[src/rtl/pcie_ingress_pkg.sv]
// Shared TLP encodings, DW0 field positions and ingress types.
// Imported by the ingress interface, header decoder and top.
package pcie_ingress_pkg;

  localparam int unsigned DATA_W      = 32;
  localparam int unsigned KEEP_W      = 4;
  localparam int unsigned CMD_W       = 8;
  localparam int unsigned FLAGS_W     = 14;
  localparam int unsigned LEN_W       = 10;
  localparam int unsigned CNT_W       = 11;
  localparam int unsigned FIFO_SIZE_W = 24;

  // fmt/type byte encodings (DW0[31:24])
  localparam logic [CMD_W-1:0] MRD_32B = 8'h00;
  localparam logic [CMD_W-1:0] MRD_64B = 8'h20;
  localparam logic [CMD_W-1:0] MWR_32B = 8'h40;
  localparam logic [CMD_W-1:0] MWR_64B = 8'h60;
  localparam logic [CMD_W-1:0] CPL     = 8'h0A;
  localparam logic [CMD_W-1:0] CPLD    = 8'h4A;

  // DW0 bit ranges
  localparam int unsigned DW0_CMD_HI   = 31;
  localparam int unsigned DW0_CMD_LO   = 24;
  localparam int unsigned DW0_FLAGS_HI = 23;
  localparam int unsigned DW0_FLAGS_LO = 10;
  localparam int unsigned DW0_LEN_HI   = 9;
  localparam int unsigned DW0_LEN_LO   = 0;

  // fmt bits as seen inside the command byte (DW0[29] and DW0[30])
  localparam int unsigned CMD_4DW_BIT  = 5;
  localparam int unsigned CMD_DATA_BIT = 6;

  typedef enum logic [2:0] {
    ST_IDLE,
    ST_HDR,
    ST_WAIT_FIFO,
    ST_DATA,
    ST_DRAIN,
    ST_REPORT
  } state_t;

  // Decoded header fields presented to the user logic
  typedef struct packed {
    logic [CMD_W-1:0]   command;
    logic [FLAGS_W-1:0] flags;
    logic [CNT_W-1:0]   dword_cnt;
    logic [15:0]        requester_id;
    logic [7:0]         tag;
    logic [31:0]        address;
    logic [2:0]         cpl_status;
    logic [11:0]        byte_count;
  } hdr_fields_t;

  // A length field of zero encodes the maximum payload of 1024 dwords
  function automatic logic [CNT_W-1:0] len_to_dwords(input logic [LEN_W-1:0] len);
    return (len == '0) ? CNT_W'(1024) : CNT_W'(len);
  endfunction

endpackage

[src/rtl/pcie_ingress_if.sv]
// AXI-stream beat bus from the PCIe core into the ingress parser.
//   data  : TLP dword, big-endian header layout
//   keep  : byte enables (ignored by the parser)
//   last  : final beat of a TLP
//   valid : beat valid (source)
//   ready : beat accept (sink)
interface pcie_ingress_if;
  import pcie_ingress_pkg::*;

  logic [DATA_W-1:0] data;
  logic [KEEP_W-1:0] keep;
  logic              last;
  logic              valid;
  logic              ready;

  modport master (output data, keep, last, valid, input ready);
  modport slave  (input data, keep, last, valid, output ready);

endinterface

[src/rtl/pcie_ingress_hdr_decode.sv]
// Combinational classification of a TLP from its DW0 fields.
//   command     : DW0[31:24] fmt/type byte
//   len         : DW0[9:0] length field
//   hdr_4dw_c   : header is 4 dwords
//   has_data_c  : payload follows the header
//   supported_c : MRd32/64, MWr32/64, Cpl, CplD
//   is_cpl_c    : completion layout for DW1/DW2
//   dword_cnt_c : payload length in dwords, 1..1024
module pcie_ingress_hdr_decode
  import pcie_ingress_pkg::*;
(
  input  logic [CMD_W-1:0] command,
  input  logic [LEN_W-1:0] len,
  output logic             hdr_4dw_c,
  output logic             has_data_c,
  output logic             supported_c,
  output logic             is_cpl_c,
  output logic [CNT_W-1:0] dword_cnt_c
);

  assign hdr_4dw_c   = command[CMD_4DW_BIT];
  assign has_data_c  = command[CMD_DATA_BIT];
  assign is_cpl_c    = (command == CPL) || (command == CPLD);
  assign dword_cnt_c = len_to_dwords(len);

  always_comb begin
    supported_c = 1'b0;
    case (command)
      MRD_32B, MRD_64B, MWR_32B, MWR_64B, CPL, CPLD: supported_c = 1'b1;
      default: supported_c = 1'b0;
    endcase
  end

endmodule

[src/rtl/pcie_ingress.sv]
// Host-to-device TLP receiver: parses 3DW/4DW headers from the AXI-stream
// ingress, presents decoded fields with a one-cycle strobe and streams
// payload dwords into the incoming ping-pong FIFO write port.
//   clk, rst        : clock, synchronous active-high reset
//   axi_ingress     : beat bus from the PCIe core (slave side)
//   o_pkt_stb       : header decoded, fields valid (one cycle)
//   o_err_stb       : malformed/unsupported packet (one cycle)
//   o_command..o_byte_count : decoded header fields, held until next header
//   i_fifo_rdy      : a FIFO window is available
//   o_fifo_act      : window owned
//   i_fifo_size     : dwords in the granted window
//   o_fifo_data/stb : payload dword and write strobe
module pcie_ingress
  import pcie_ingress_pkg::*;
(
  input  logic                   clk,
  input  logic                   rst,
  pcie_ingress_if.slave          axi_ingress,
  output logic                   o_pkt_stb,
  output logic                   o_err_stb,
  output logic [CMD_W-1:0]       o_command,
  output logic [FLAGS_W-1:0]     o_flags,
  output logic [CNT_W-1:0]       o_dword_cnt,
  output logic [15:0]            o_requester_id,
  output logic [7:0]             o_tag,
  output logic [31:0]            o_address,
  output logic [2:0]             o_cpl_status,
  output logic [11:0]            o_byte_count,
  input  logic                   i_fifo_rdy,
  output logic                   o_fifo_act,
  input  logic [FIFO_SIZE_W-1:0] i_fifo_size,
  output logic [DATA_W-1:0]      o_fifo_data,
  output logic                   o_fifo_stb
);

  state_t            state;
  logic [1:0]        hdr_index;
  logic [DATA_W-1:0] dw0;
  logic [DATA_W-1:0] dw1;
  logic [CNT_W-1:0]  fifo_cnt;
  logic [CNT_W-1:0]  data_cnt;
  hdr_fields_t       fields;
  hdr_fields_t       hdr_next_c;

  logic              hdr_4dw_c;
  logic              has_data_c;
  logic              supported_c;
  logic              is_cpl_c;
  logic [CNT_W-1:0]  dword_cnt_c;
  logic [1:0]        hdr_last_c;
  logic              ready_c;
  logic              accept_c;
  logic              window_full_c;
  logic              payload_done_c;

  // keep is ignored and DW1 BCM is not reported
  logic unused_bits;
  assign unused_bits = ^{axi_ingress.keep, dw1[12]};

  // Classification always works on the captured DW0
  pcie_ingress_hdr_decode u_hdr_decode (
    .command     (dw0[DW0_CMD_HI:DW0_CMD_LO]),
    .len         (dw0[DW0_LEN_HI:DW0_LEN_LO]),
    .hdr_4dw_c   (hdr_4dw_c),
    .has_data_c  (has_data_c),
    .supported_c (supported_c),
    .is_cpl_c    (is_cpl_c),
    .dword_cnt_c (dword_cnt_c)
  );

  assign hdr_last_c = hdr_4dw_c ? 2'd3 : 2'd2;

  // Beat accept: open in header/drain states, window-limited in DATA
  always_comb begin
    ready_c = 1'b0;
    case (state)
      ST_IDLE, ST_HDR, ST_DRAIN: ready_c = 1'b1;
      ST_DATA: ready_c = o_fifo_act && (FIFO_SIZE_W'(fifo_cnt) < i_fifo_size);
      default: ready_c = 1'b0;
    endcase
    if (rst) ready_c = 1'b0;
  end

  assign axi_ingress.ready = ready_c;
  assign accept_c          = axi_ingress.valid && ready_c;
  assign window_full_c     = (FIFO_SIZE_W'(fifo_cnt) + FIFO_SIZE_W'(1)) == i_fifo_size;
  assign payload_done_c    = (data_cnt + CNT_W'(1)) == fields.dword_cnt;

  // Field assembly on the final header beat. The final beat is always the
  // address (DW2 for 3DW, DW3 for 4DW) or, for completions, DW2.
  always_comb begin
    hdr_next_c           = '0;
    hdr_next_c.command   = dw0[DW0_CMD_HI:DW0_CMD_LO];
    hdr_next_c.flags     = dw0[DW0_FLAGS_HI:DW0_FLAGS_LO];
    hdr_next_c.dword_cnt = dword_cnt_c;
    if (is_cpl_c) begin
      hdr_next_c.requester_id = axi_ingress.data[31:16];
      hdr_next_c.tag          = axi_ingress.data[15:8];
      hdr_next_c.address      = {25'h0, axi_ingress.data[6:0]};
      hdr_next_c.cpl_status   = dw1[15:13];
      hdr_next_c.byte_count   = dw1[11:0];
    end else begin
      hdr_next_c.requester_id = dw1[31:16];
      hdr_next_c.tag          = dw1[15:8];
      hdr_next_c.address      = axi_ingress.data;
    end
  end

  // Parser state machine with registered strobes and FIFO control
  always_ff @(posedge clk) begin
    if (rst) begin
      state       <= ST_IDLE;
      hdr_index   <= '0;
      dw0         <= '0;
      dw1         <= '0;
      fifo_cnt    <= '0;
      data_cnt    <= '0;
      fields      <= '0;
      o_pkt_stb   <= 1'b0;
      o_err_stb   <= 1'b0;
      o_fifo_act  <= 1'b0;
      o_fifo_data <= '0;
      o_fifo_stb  <= 1'b0;
    end else begin
      o_pkt_stb  <= 1'b0;
      o_err_stb  <= 1'b0;
      o_fifo_stb <= 1'b0;
      case (state)
        ST_IDLE: begin
          if (accept_c) begin
            dw0       <= axi_ingress.data;
            hdr_index <= 2'd1;
            if (axi_ingress.last) o_err_stb <= 1'b1;
            else                  state     <= ST_HDR;
          end
        end

        ST_HDR: begin
          if (accept_c) begin
            hdr_index <= hdr_index + 2'd1;
            if (hdr_index == 2'd1) dw1 <= axi_ingress.data;
            if (hdr_index != hdr_last_c) begin
              // truncated header
              if (axi_ingress.last) begin
                o_err_stb <= 1'b1;
                state     <= ST_IDLE;
              end
            end else if (!supported_c) begin
              if (axi_ingress.last) begin
                o_err_stb <= 1'b1;
                state     <= ST_IDLE;
              end else begin
                state <= ST_DRAIN;
              end
            end else if (!has_data_c) begin
              if (axi_ingress.last) begin
                fields    <= hdr_next_c;
                o_pkt_stb <= 1'b1;
                state     <= ST_REPORT;
              end else begin
                state <= ST_DRAIN;
              end
            end else if (axi_ingress.last) begin
              // payload announced but none follows
              o_err_stb <= 1'b1;
              state     <= ST_IDLE;
            end else begin
              fields    <= hdr_next_c;
              o_pkt_stb <= 1'b1;
              data_cnt  <= '0;
              state     <= ST_WAIT_FIFO;
            end
          end
        end

        ST_REPORT: begin
          state <= ST_IDLE;
        end

        ST_WAIT_FIFO: begin
          if (i_fifo_rdy && !o_fifo_act) begin
            o_fifo_act <= 1'b1;
            fifo_cnt   <= '0;
            state      <= ST_DATA;
          end
        end

        ST_DATA: begin
          if (accept_c) begin
            o_fifo_data <= axi_ingress.data;
            o_fifo_stb  <= 1'b1;
            fifo_cnt    <= fifo_cnt + CNT_W'(1);
            data_cnt    <= data_cnt + CNT_W'(1);
            if (payload_done_c) begin
              o_fifo_act <= 1'b0;
              state      <= axi_ingress.last ? ST_IDLE : ST_DRAIN;
            end else if (axi_ingress.last) begin
              // short payload; dwords already written stay written
              o_err_stb  <= 1'b1;
              o_fifo_act <= 1'b0;
              state      <= ST_IDLE;
            end else if (window_full_c) begin
              o_fifo_act <= 1'b0;
              state      <= ST_WAIT_FIFO;
            end
          end
        end

        ST_DRAIN: begin
          if (accept_c && axi_ingress.last) begin
            o_err_stb <= 1'b1;
            state     <= ST_IDLE;
          end
        end

        default: state <= ST_IDLE;
      endcase
    end
  end

  assign o_command      = fields.command;
  assign o_flags        = fields.flags;
  assign o_dword_cnt    = fields.dword_cnt;
  assign o_requester_id = fields.requester_id;
  assign o_tag          = fields.tag;
  assign o_address      = fields.address;
  assign o_cpl_status   = fields.cpl_status;
  assign o_byte_count   = fields.byte_count;

endmodule

[src/flat_wrapper.sv]
// flat-port wrapper written by rule: the top's interface ports become plain ports
module pcie_ingress_flat import pcie_ingress_pkg::*;
  (clk, rst, o_pkt_stb, o_err_stb, o_command, o_flags, o_dword_cnt, o_requester_id, o_tag, o_address, o_cpl_status, o_byte_count, i_fifo_rdy, o_fifo_act, i_fifo_size, o_fifo_data, o_fifo_stb, axi_ingress_data, axi_ingress_keep, axi_ingress_last, axi_ingress_valid, axi_ingress_ready);
  pcie_ingress_if axi_ingress_i ();
  input  logic clk;
  input  logic rst;
  output logic o_pkt_stb;
  output logic o_err_stb;
  output logic [CMD_W-1:0] o_command;
  output logic [FLAGS_W-1:0] o_flags;
  output logic [CNT_W-1:0] o_dword_cnt;
  output logic [15:0] o_requester_id;
  output logic [7:0] o_tag;
  output logic [31:0] o_address;
  output logic [2:0] o_cpl_status;
  output logic [11:0] o_byte_count;
  input  logic i_fifo_rdy;
  output logic o_fifo_act;
  input  logic [FIFO_SIZE_W-1:0] i_fifo_size;
  output logic [DATA_W-1:0] o_fifo_data;
  output logic o_fifo_stb;
  input wire logic [$bits(axi_ingress_i.data)-1:0] axi_ingress_data;
  input wire logic [$bits(axi_ingress_i.keep)-1:0] axi_ingress_keep;
  input wire logic [$bits(axi_ingress_i.last)-1:0] axi_ingress_last;
  input wire logic [$bits(axi_ingress_i.valid)-1:0] axi_ingress_valid;
  output wire logic [$bits(axi_ingress_i.ready)-1:0] axi_ingress_ready;
  assign axi_ingress_i.data = axi_ingress_data;
  assign axi_ingress_i.keep = axi_ingress_keep;
  assign axi_ingress_i.last = axi_ingress_last;
  assign axi_ingress_i.valid = axi_ingress_valid;
  assign axi_ingress_ready = axi_ingress_i.ready;
  pcie_ingress u_core (.clk(clk), .rst(rst), .axi_ingress(axi_ingress_i), .o_pkt_stb(o_pkt_stb), .o_err_stb(o_err_stb), .o_command(o_command), .o_flags(o_flags), .o_dword_cnt(o_dword_cnt), .o_requester_id(o_requester_id), .o_tag(o_tag), .o_address(o_address), .o_cpl_status(o_cpl_status), .o_byte_count(o_byte_count), .i_fifo_rdy(i_fifo_rdy), .o_fifo_act(o_fifo_act), .i_fifo_size(i_fifo_size), .o_fifo_data(o_fifo_data), .o_fifo_stb(o_fifo_stb));
endmodule
[config.mk]
export PLATFORM = sky130hd
export DESIGN_NAME = pcie_ingress_flat
export DESIGN_NICKNAME = d
export VERILOG_FILES = /design/src/rtl/pcie_ingress_pkg.sv /design/src/rtl/pcie_ingress_if.sv /design/src/rtl/pcie_ingress_hdr_decode.sv /design/src/rtl/pcie_ingress.sv /design/src/flat_wrapper.sv
export SDC_FILE = /design/constraint.sdc
export NUM_CORES = 1
export LEC_CHECK = 0
export CORE_ASPECT_RATIO = 0.5
export CORE_MARGIN = 2
export CORE_UTILIZATION = 45
export CTS_BUF_LIST = sky130_fd_sc_hd__clkbuf_8
export DETAILED_ROUTE_END_ITERATION = 8
export PLACE_DENSITY = 0.81
export SLEW_MARGIN = 20
export SYNTH_ARGS = -nofsm -noshare
export SYNTH_HDL_FRONTEND = slang
export SYNTH_SLANG_ARGS = --single-unit
[constraint.sdc]
create_clock -name clk -period 6.4 [get_ports clk]
set_input_delay 0.64 -clock clk [delete_from_list [all_inputs] [get_ports clk]]
set_output_delay 0.64 -clock clk [all_outputs]
set_load 0.1 [all_outputs]
; Word-level counts from Yosys, hierarchy flattened
; Index checks and enable logic that the tools add are counted.
[totals]
regBits = 231
inputBits = 65
out_inout_bits = 141
word_cells = 140
[op_classes]
n_addsub = 4
order_cmp = 1
eq_ne = 26
mux = 59
bitwise = 5
n_reduce_logical = 26
[op_table]
columns = operator, count
row1 = $mux 104, 3
row2 = $mux 11, 9
row3 = $mux 56, 1
row4 = $pmux 11 s2, 2
row5 = $mux 3, 14
row6 = $eq 24x24->1, 1
row7 = $eq 8x7->1 const B, 3
row8 = $lt 11x24->1, 1
row9 = $add 11x1->11 const B, 2
row10 = $mux 1, 21
row11 = $mux 15, 1
row12 = $pmux 3 s5, 1
row13 = $ne 2x1->1 const B, 7
row14 = $add 11x1->12 const B, 1
row15 = $eq 11x11->1, 1
row16 = $logic_not 10->1, 1
row17 = $reduce_and 3->1, 3
row18 = $eq 8x4->1 const B, 1
row19 = $eq 8x6->1 const B, 1
row20 = $logic_not 8->1, 1
row21 = $ne 2x2->1 const B, 4
row22 = $reduce_and 8->1, 1
row23 = $reduce_bool 2->1, 4
row24 = $reduce_and 7->1, 1
row25 = other kinds (24), 36

; Logic depth before layout (Yosys ltp)
; Gate-level depths: netlist of run 1.
[logic_depth]
depth_word = 8
depth_mapped = 12
depth_no_buf = 10

; Modules after synthesis
; Synthesis of run 1 repeated with hierarchy kept, for this count alone.
[hier_totals]
cells_unflattened = 1252
area_unflattened_um2 = 9890.7
[by_module_without_submodules]
columns = mod, instances, cells_each, area_per_inst_um2, seq_area_each_um2
row1 = pcie_ingress, 1, 1232, 9770.6, 4624.4
row2 = pcie_ingress_hdr_decode, 1, 20, 120.1, 0.0

; Least setup slack after synthesis of run 1
; No wires, ideal clock.
[synth_timing]
path_kind = input-to-reg
start = input port i_fifo_size[6]
end = register u_core.dw0[2]
arrival_ns = 3.662
required_time_ns = 6.272
slack_ns = 2.610
path_stages = 12
path_buffers = 2
path_cell_list = inv_1 > ha_1 > a21o_1 > a221oi_1 > nor2_1 > o31ai_4 > nand2_1 > or4_1 > buf_2 > buf_6 > mux2i_1 > nor2_1
[synth_via]
elab_chain_cells = 6
[synth_lines]
columns = item, line
row1 = "start, declared", flat_wrapper.sv:19  ; input logic [FIFO_SIZE_W-1:0] i_fifo_size;
row2 = $lt 11x24->1, pcie_ingress.sv:78  ; ST_DATA: ready_c = o_fifo_act && (FIFO_SIZE_W'(fifo_cnt) < i_fifo_size);
row3 = $logic_and 1x1->1, pcie_ingress.sv:78
row4 = $pmux 1 s2, pcie_ingress.sv:76  ; case (state)
row5 = $mux 1, pcie_ingress.sv:81  ; if (rst) ready_c = 1'b0;
row6 = net axi_ingress_ready, flat_wrapper.sv:26  ; output wire logic [$bits(axi_ingress_i.ready)-1:0] axi_ingress_ready;
row7 = $logic_and 1x1->1, pcie_ingress.sv:85  ; assign accept_c = axi_ingress.valid && ready_c;
row8 = $reduce_and 2->1 (no line), --
row9 = "end signal, assigned", pcie_ingress.sv:131  ; dw0 <= axi_ingress.data;
row10 = "end, declared", pcie_ingress.sv:38  ; logic [DATA_W-1:0] dw0;
; The timed path passes the listed nets, and every way through them passes these cells.
; A chain may end at the register's enable or synchronous reset.

; Worst setup path after layout of run 1
[layout_timing]
start = input port i_fifo_size[6]
end = output port axi_ingress_ready
[layout_via]
elab_chain_cells = 4
[layout_lines]
columns = item, line
row1 = $lt 11x24->1, pcie_ingress.sv:78
row2 = $logic_and 1x1->1, pcie_ingress.sv:78
row3 = $pmux 1 s2, pcie_ingress.sv:76
row4 = $mux 1, pcie_ingress.sv:81
row5 = "end, declared", flat_wrapper.sv:26
; Every way passes these cells.

==> flow_summary.toml, run 1 <==
[synthesis]
synth_nets = 1291
syn-cell-area_um2 = 9740
synth_fa_ha_area_frac = 0.0231
yosysWarnings = 0
synth_top_area_frac = 0.475
synth_simple_gate_area_frac = 0.238
synth_top_family_by_area = "simple AND/OR/NAND/NOR gates"
ys_ff_latch = 231
yosysSeqAreaShare = 0.475
synth_compound_area_frac = 0.151
synth_top_cell_by_area = "dfxtp_1"
synth_ff_type = "dfxtp_1"
postSynthCellCount = 1208
synth.area.mux_share = 0.0380
syn_area_per_cell_um2 = 8.06
synth_area_leaders = "dfxtp_1 48%, nand2_1 12%, a21oi_1 8.3%, mux2i_1 3.8%, nor2_1 3.6%"
synth_cell_type_count = 61
async_flop_share = 0
synth_edf_count = 0
synthXorXnorAreaFrac = 0.0288

[power_and_ir_drop]
power_frac_seq = 0.511
internal_power_uw = 2180
power_density_nw_per_um2 = 228
comb_power_share = 0.056
p_leak_uw = 0.00437
power_frac_clock = 0.433
ir_worst_vdd_v = 0.000152
swShare = 0.238
switchingPower_uw = 680

[sta]
min_period_over_period = 0.682
slew_headroom = 0.256
rsz0062_at_grt = "false"
setup_slack_ns = 2.03
fin_worst_skew_ns = 0.0274
finalSetupViolCount = 0
hold_viol = 0
slew_violations = 0
worst_pin_slew_ns = 1.11
tns_ns = 0
fmax_ghz = 0.229
finalCriticalPeriod_ns = 4.37

[final_layout]
layout.nets = 1452
area_delta_synth_final_pct = 28.8
final_layout_size_suffix_gt1_frac = 0.0582
final_area_um2 = 12500
antenna_cells = 0

[worst_setup_path]
cp-end-kind = "output pin"
critPathLaunchType = "input pin"
critPathMaxFanout = 5
cp.arrival_ns = 3.73
path_class = "in -> out"
required_ns = 5.76

[global_route]
busiest_layer = "met2"
antenna_found_initial = 0
grt_pass1_wl_um = 45200
grt_max_degree = 134
grtUsageMet3 = 0.0494
grt_overflow_total = 0
grt_use_met2 = 0.422
grt_pass1_vias = 8802
met1_usage = 0.313
track_usage = 0.246

[drt]
routed_wl_um = 28700
ant_nets = 0
num_vias = 9153
drtPass1Iterations = 6
drtIter0Drc = 672
wire_per_inst_um = 17.1
drcViolationCount = 0
vias_per_cell = 5.44

[cts]
cts_tree = "built"
clockBufferDepth = 3
clock-sinks = 231
cts-root-buf = "clkbuf_8"
cts_resized = 0
cts_hold_buf = 0
insertion_delay_ns = 0.53
numCtsBuffers = 34
post_cts_buffers = 0
h-tree-depth = 2
clkTransAtPathRegs_ns = 0.06

[placed_design]
dpl_cell_area_um2 = 11800
gp_congestion = 0.848
pre_cts_slack_ns = 1.99
hpwl_um = 18800
io_buffers = 201

[job]
drv_cap = 0

[min_path]
hold_path.class = "reg -> reg"

[floorplanning]
die_x_um = 212
fp.dieArea_um2 = 22900
dieHeight_um = 108
std_cell_rows = 37
start_util = 0.466
core_um2 = 20900
io_pins = 206

[outcome]
status = "finished, final reports clean"
==> worst max-delay path, cell delays in order <==
cell and delay, ns:
clkdlybuf4s50_1 0.49, inv_1 0.05, ha_1 0.30, a21o_1 0.18, a221oi_1 0.32, nor2_1 0.13
o31ai_4 0.39, clkdlybuf4s50_1 1.21
==> sequential cells by signal (all words and copies together) (netlist names), 2 cells and up <==
name / count
u_core.dw0: 32
u_core.dw1: 32
u_core.o_address: 32
u_core.o_fifo_data: 32
u_core.o_requester_id: 16
u_core.o_flags: 14
u_core.o_byte_count: 12
u_core.data_cnt: 11
u_core.fifo_cnt: 11
u_core.o_dword_cnt: 11
u_core.o_command: 8
u_core.o_tag: 8
u_core.o_cpl_status: 3
u_core.state: 3
u_core.hdr_index: 2
==> kinds of logic (layout without fill, tap and decap cells) <==
logic type	Yosys count	in the layout
DFF	231	231
AOI/OAI and AO/OA	248	248
adders and majority gates	18	18
buffers and inverters	105	289
muxes	37	37
xor gates and xnor gates	32	32
and+or+nand+nor	537	537
==> synthesized netlist by cell type (all sizes together), types with 18 or more instances <==
master	count
nand3	53
nor2	94
inv	20
dfxtp	231
ha	18
o21ai	25
clkbuf	62
a311oi	29
mux2i	37
xnor2	19
nand2	319
a21oi	161
buf	22
==> metal layers <==
metal	up-vias	wire (um)
li1	4418	-
met1	4338	12300
met2	332	13500
met3	65	2090
met4	0	813
met5	-	0
==> power groups by stage <==
stage	Clock, uW	Combinational (uW)	Sequential, uW
2_1_floorplan	0	85.0	1490
3_3_place_gp	0	155	1500
3_5_place_dp	0	159	1500
4_1_cts	1260	160	1460
5_1_grt	1320	174	1460
6_report	1240	160	1460
==> cell usage in the layout (no fill, tap or decap), types with 8 or more instances in the layout <==
cell             count
mux2i_1             37
clkbuf_8            44
xor2_1              13
nand3_1             51
buf_4                8
inv_1               26
nand2_1            318
o21ai_0             22
clkdlybuf4s50_1    200
and3_1               8
dfxtp_1            231
nor2_1              94
xnor2_1             19
a21oi_1            161
ha_1                18
a311oi_1            29
==> through the flow <==
stage	total power [uW]	std cells	utilization	hold slack, ns
after floorplan	1580	1208	-	0.432
after global placement	1650	1625	0.567	0.438
after detailed placement	1650	1625	0.567	0.445
after CTS	2880	1684	0.601	0.455
after global routing	2960	1684	0.601	0.470
final	2860	1684	0.601	0.451
==> final timing paths <==
| kind | slack, ns | to | cells past startpoint | from |
|---|---|---|---|---|
| max reg2reg | 2.66 | u_core.dw0[14]$_SDFFE_PP0P_ | 8 | u_core.state[0]$_SDFFE_PP0P_ |
| max | 2.03 | axi_ingress_ready | 8 | i_fifo_size[6] |
| min | 0.45 | u_core.o_byte_count[3]$_SDFFE_PP0P_ | 2 | u_core.o_byte_count[3]$_SDFFE_PP0P_ |
| min reg2reg | 0.45 | u_core.o_byte_count[3]$_SDFFE_PP0P_ | 2 | u_core.o_byte_count[3]$_SDFFE_PP0P_ |
==> area by class of cell <==
type                       instances  area (um2)
tap                              292         365
fill                            1827        8340
clock buffer                      44         606
clock inverter                    15         101
inverter                          21        78.8
multi-input combinational        872        4690
timing repair buffer             209        2070
sequential                       231        4620
Power figures use the tool's default switching activity.
==> run 2: changes to the inputs <==
- PLACE_DENSITY: 0.81 -> 0.84
- clock period: 6.4 -> 3.5 ns (I/O delays scaled with it)
==> flow_summary.toml, run 2 (synthesized netlist as in run 1, its figures left out) <==
[sta]
worst_pin_slew_ns = 1.14
min_period_over_period = 0.872
fin_worst_skew_ns = 0.0168
tns_ns = 0
finalCriticalPeriod_ns = 3.05
fmax_ghz = 0.328
slew_headroom = 0.237
finalSetupViolCount = 0
rsz0062_at_grt = "false"
hold_viol = 0
slew_violations = 0

[final_layout]
final_layout_size_suffix_gt1_frac = 0.0670
layout.nets = 1464
final_common_cell = "nand2_1"
final_cell_count_no_fill = 1696
antenna_cells = 0
area_delta_synth_final_pct = 30.6
final_cell_mix = "317 x nand2_1, 230 x dfxtp_1, 199 x clkdlybuf4s50_1"

[global_route]
grt_pass1_vias = 8746
grt_overflow_total = 0
grt_max_degree = 220
antenna_found_initial = 0
grt_pass1_wl_um = 44700
track_usage = 0.244

[cts]
numCtsBuffers = 35
cts_tree = "built"
h-tree-depth = 2
insertion_delay_ns = 0.51
cts_hold_buf = 0
cts_resized = 0
clkTransAtPathRegs_ns = 0.08
post_cts_buffers = 0
clock-sinks = 231
cts-root-buf = "clkbuf_8"
clockBufferDepth = 3

[worst_setup_path]
critPathLaunchType = "flip-flop"
cp.arrival_ns = 3.44
critPathMaxFanout = 46
critPathMostFrequentCell = "nor2_1"
critPathLaunch = "u_core.fifo_cnt[6]$_SDFFE_PP0P_"
ff2ff_setup_slack_ns = 0.45
worstRegToRegCells = 10
cp-end-kind = "flip-flop"
crit_end = "u_core.o_tag[1]$_SDFFE_PP0P_"
reg2reg_from = "u_core.fifo_cnt[6]$_SDFFE_PP0P_"
required_ns = 3.89
crit_chain = "ha_1, a21o_1, a221oi_1, nor2_1, o31ai_4, buf_4, and4_4, buf_12, nor2_1, a311oi_1"
path_class = "reg -> reg"
cpPeakStageDelay_ns = 0.46
cp_slowest_cell = "dfxtp_1"
r2r_end = "u_core.o_tag[1]$_SDFFE_PP0P_"

[placed_design]
hpwl_um = 19200
placed_cells = 1636
io_buffers = 201
gp_congestion = 0.839

[drt]
wire_per_inst_um = 17.1
vias_per_cell = 5.45
drtPass1Iterations = 8
drcViolationCount = 0
routed_wl_um = 29000
drtIter0Drc = 700
num_vias = 9249
ant_nets = 0

[job]
drv_cap = 0

[power_and_ir_drop]
p_leak_uw = 0.00446
finalPower_uw = 5170
power_density_nw_per_um2 = 407
ir_worst_vdd_v = 0.000257

[floorplanning]
io_pins = 206
die_x_um = 212
core_um2 = 20900
fp.dieArea_um2 = 22900
std_cell_rows = 37
start_util = 0.466
dieHeight_um = 108

[min_path]
hold_path.class = "in -> reg"

[outcome]
status = "finished, final reports clean"
-- run 2: changes by cell type in the layout (fill, tap and decap cells not counted), sizes merged --
cell           previous run  this run
clkinv                    7         5
buf                       9        21
bufinv                    1         0
inv                      27        30
clkbuf                   44        45
clkdlybuf4s50           200       199
-- run 2: routing by layer --
metal / up-vias / global-route usage / wire [um]
li1: 4445 / - / -
met1: 4387 / 0.305 / 12100
met2: 346 / 0.415 / 14000
met3: 71 / 0.0482 / 2010
met4: 0 / 0.102 / 894
met5: - / 0 / 0
-- run 2: metrics by stage --
| stage | cell area (um2) | util | hold WS (ns) | setup slack, ns |
|---|---|---|---|---|
| global route | 12700 | 0.609 | 0.365 | 0.269 |
| finish | 12700 | 0.609 | 0.349 | 0.449 |
| detailed placement | 12000 | 0.576 | 0.442 | 0.0244 |
| global placement | 12000 | 0.576 | 0.438 | 0.0817 |
| CTS | 12700 | 0.609 | 0.328 | 0.480 |
| floorplan | 9740 | - | 0.432 | 0.0705 |
-- run 2: worst min-delay path by stage --
stage	startpoint	end	slack [ns]	cells after the start
CTS	rst	u_core.data_cnt[4]$_SDFFE_PP0P_	0.33	4
floorplan	u_core.dw0[23]$_SDFFE_PP0P_	u_core.o_flags[13]$_SDFFE_PP0P_	0.43	2
global placement	u_core.o_address[19]$_SDFFE_PP0P_	u_core.o_address[19]$_SDFFE_PP0P_	0.44	2
detailed placement	u_core.o_byte_count[9]$_SDFFE_PP0P_	u_core.o_byte_count[9]$_SDFFE_PP0P_	0.44	2
finish	rst	u_core.data_cnt[4]$_SDFFE_PP0P_	0.35	4
global route	rst	u_core.data_cnt[4]$_SDFFE_PP0P_	0.37	4
-- run 2: critical path, delay by kind of cell (launching register included) --
kind	cells	cell delay [ns]
AOI/OAI and AO/OA	4	1.10
and+or+nand+nor	3	0.61
DFF	1	0.46
buffers and inverters	2	0.43
adders and majority gates	1	0.29
-- run 2: layout make-up --
| class | instances | area [um2] |
|---|---|---|
| Inverter | 21 | 78.8 |
| Sequential cell | 231 | 4630 |
| Clock buffer | 45 | 619 |
| Timing Repair Buffer | 220 | 2250 |
| Fill cell | 1748 | 8170 |
| Multi-Input combinational cell | 872 | 4700 |
| Tap cell | 292 | 365 |
| Clock inverter | 15 | 70.1 |
-- run 2: report_power, final --
part / switching [uW] / internal, uW
Clock: 1030 / 1160
Sequential: 23.1 / 2650
Combinational: 171 / 132
==> run 3: changes to the inputs <==
- ABC_AREA: not set -> 1
- PLACE_DENSITY: 0.84 -> 0.83
- SETUP_SLACK_MARGIN: not set -> 0.2
==> flow_summary.toml, run 3 <==
[final_layout]
area_delta_synth_final_pct = 28.5
final_common_cell = "nand2_1"
final_cell_mix = "298 x nand2_1, 231 x dfxtp_1, 199 x clkdlybuf4s50_1"
final_area_um2 = 13000
regArea_um2 = 4620
multi_input_area_um2 = 4720
finish.utilization = 0.595
layout.nets = 1669
fill_cells = 2000
final_layout_size_suffix_gt1_frac = 0.0565

[cts]
numCtsBuffers = 36
cts_hold_buf = 0
cts-root-buf = "clkbuf_8"
clockBufferDepth = 3
cts_tree = "built"
post_cts_buffers = 0
clkTransAtPathRegs_ns = 0.06
cts_resized = 0
insertion_delay_ns = 0.52
h-tree-depth = 2
clock-sinks = 231

[power_and_ir_drop]
p_leak_uw = 0.00490
ir_worst_vdd_v = 0.000241
power_density_nw_per_um2 = 513
finalPower_uw = 6660

[sta]
finalSetupViolCount = 0
slew_violations = 0
worst_pin_slew_ns = 1.11
setup_slack_ns = 0.702
rsz0062_at_grt = "false"
fmax_ghz = 0.357
fin_worst_skew_ns = 0.0243
hold_viol = 0
slew_headroom = 0.258
tns_ns = 0
min_period_over_period = 0.799
finalCriticalPeriod_ns = 2.80

[drt]
num_vias = 10000
vias_per_cell = 5.25
wire_per_inst_um = 15.2
drcViolationCount = 0
ant_nets = 0
routed_wl_um = 29100
drtIter0Drc = 915
drtPass1Iterations = 6

[synthesis]
async_flop_share = 0
syn_area_per_cell_um2 = 7.11
synthTopCellsByCount = "299 x nand2_1, 231 x dfxtp_1, 186 x a21oi_1"
yosysMostFrequentCell = "nand2_1"
synth_cell_type_count = 37
yosysSeqAreaShare = 0.458
syn-cell-area_um2 = 10100
yosysWarnings = 0
postSynthCellCount = 1421
synth_nets = 1504
ys_ff_latch = 231
synth_top_area_frac = 0.458
synth_ff_type = "dfxtp_1"
synth_area_leaders = "dfxtp_1 46%, nand2_1 11%, a21oi_1 9.2%, o21ai_0 8.0%, nand3_1 6.4%"
synth_top_cell_by_area = "dfxtp_1"
synth_edf_count = 0

[global_route]
track_usage = 0.238
antenna_found_initial = 0
grt_max_degree = 114
grt_overflow_total = 0
grt_pass1_vias = 8741
grt_pass1_wl_um = 45600

[job]
drv_cap = 0

[placed_design]
io_buffers = 201
pre_cts_slack_ns = 0.276
gp_congestion = 0.908
hpwl_um = 19700
dpl_cell_area_um2 = 12300

[floorplanning]
std_cell_rows = 38
core_um2 = 21800
die_x_um = 216
fp.dieArea_um2 = 23700
io_pins = 206
start_util = 0.463
dieHeight_um = 110

[worst_setup_path]
critPathBufInv = 2
crit_chain = "ha_1, a21oi_1, nor2_1, nor2_1, nand2_1, nand2_1, nand4_2, a21oi_2, nand3_1, inv_2, buf_12, o21ai_0, a21oi_1"
required_ns = 3.93
path_class = "reg -> reg"
cpPeakStageDelay_ns = 0.44
cp-end-kind = "flip-flop"
cp_slowest_cell = "dfxtp_1"
critPathMaxFanout = 45
path_delay_family = "compound AO/OA/AOI/OAI gates"
cp.arrival_ns = 3.23
critPathLaunchType = "flip-flop"

[min_path]
hold_path.class = "in -> reg"

[outcome]
status = "finished, final reports clean"
run 3: path summary, 6_finish.rpt:
check | depth (start not counted) | startpoint | slack, ns | to
setup / recovery | 13 | u_core.fifo_cnt[5]$_SDFFE_PP0P_ | 0.70 | u_core.o_fifo_data[30]$_SDFFE_PP0P_
hold / removal | 2 | rst | 0.16 | u_core.fifo_cnt[1]$_SDFFE_PP0P_
setup reg to reg | 13 | u_core.fifo_cnt[5]$_SDFFE_PP0P_ | 0.70 | u_core.o_fifo_data[30]$_SDFFE_PP0P_
hold reg to reg | 2 | u_core.o_command[4]$_SDFFE_PP0P_ | 0.44 | u_core.o_command[4]$_SDFFE_PP0P_
run 3: cell families (layout without fill, tap and decap cells):
group,Yosys count,after routing,share of synthesized area
and+or+nand+nor,620,620,0.257
other,0,1,0
buffers and inverters,185,375,0.0763
AOI/OAI and AO/OA,364,364,0.184
DFF,231,231,0.458
xor gates and xnor gates,3,3,0.00260
adders and majority gates,18,18,0.0223
run 3: routing by layer:
| layer | up-vias | part of all wire | track usage |
|---|---|---|---|
| met5 | - | 0 | 0 |
| met4 | 0 | 0.026 | 0.0833 |
| met3 | 54 | 0.067 | 0.0479 |
| met2 | 310 | 0.44 | 0.374 |
| met1 | 4638 | 0.46 | 0.327 |
| li1 | 5030 | - | - |
run 3: where the power goes:
| part | internal (uW) | switching [uW] | total [uW] | leakage [uW] |
|---|---|---|---|---|
| registers | 2830 | 191 | 3020 | 0.00187 |
| clock network | 1140 | 1050 | 2200 | 0.000402 |
| logic | 454 | 987 | 1440 | 0.00263 |
run 3: worst register-to-register path: cells and delay by family (launching register included):
| kind | cells | cell delay, ns |
|---|---|---|
| AO/OA/AOI/OAI | 4 | 0.80 |
| adder cells (fa/ha/maj) | 1 | 0.29 |
| buffers and inverters | 2 | 0.52 |
| flip-flops | 1 | 0.44 |
| AND/OR/NAND/NOR | 6 | 0.68 |
run 3: area by class of cell:
class	count	share of cell area
clock buffer	44	0.0467
tap	300	0.0289
clock inverter	19	0.00684
timing repair buffer	218	0.170
antenna	1	0.000193
multi-input combinational	1005	0.364
inverter	94	0.0272
sequential	231	0.356
run 3: metrics by stage:
stage          hold slack, ns  cells
2_1_floorplan           0.449   1421
3_3_place_gp            0.427   1848
3_5_place_dp            0.430   1848
4_1_cts                 0.137   1911
5_1_grt                 0.146   1911
6_report                0.157   1912
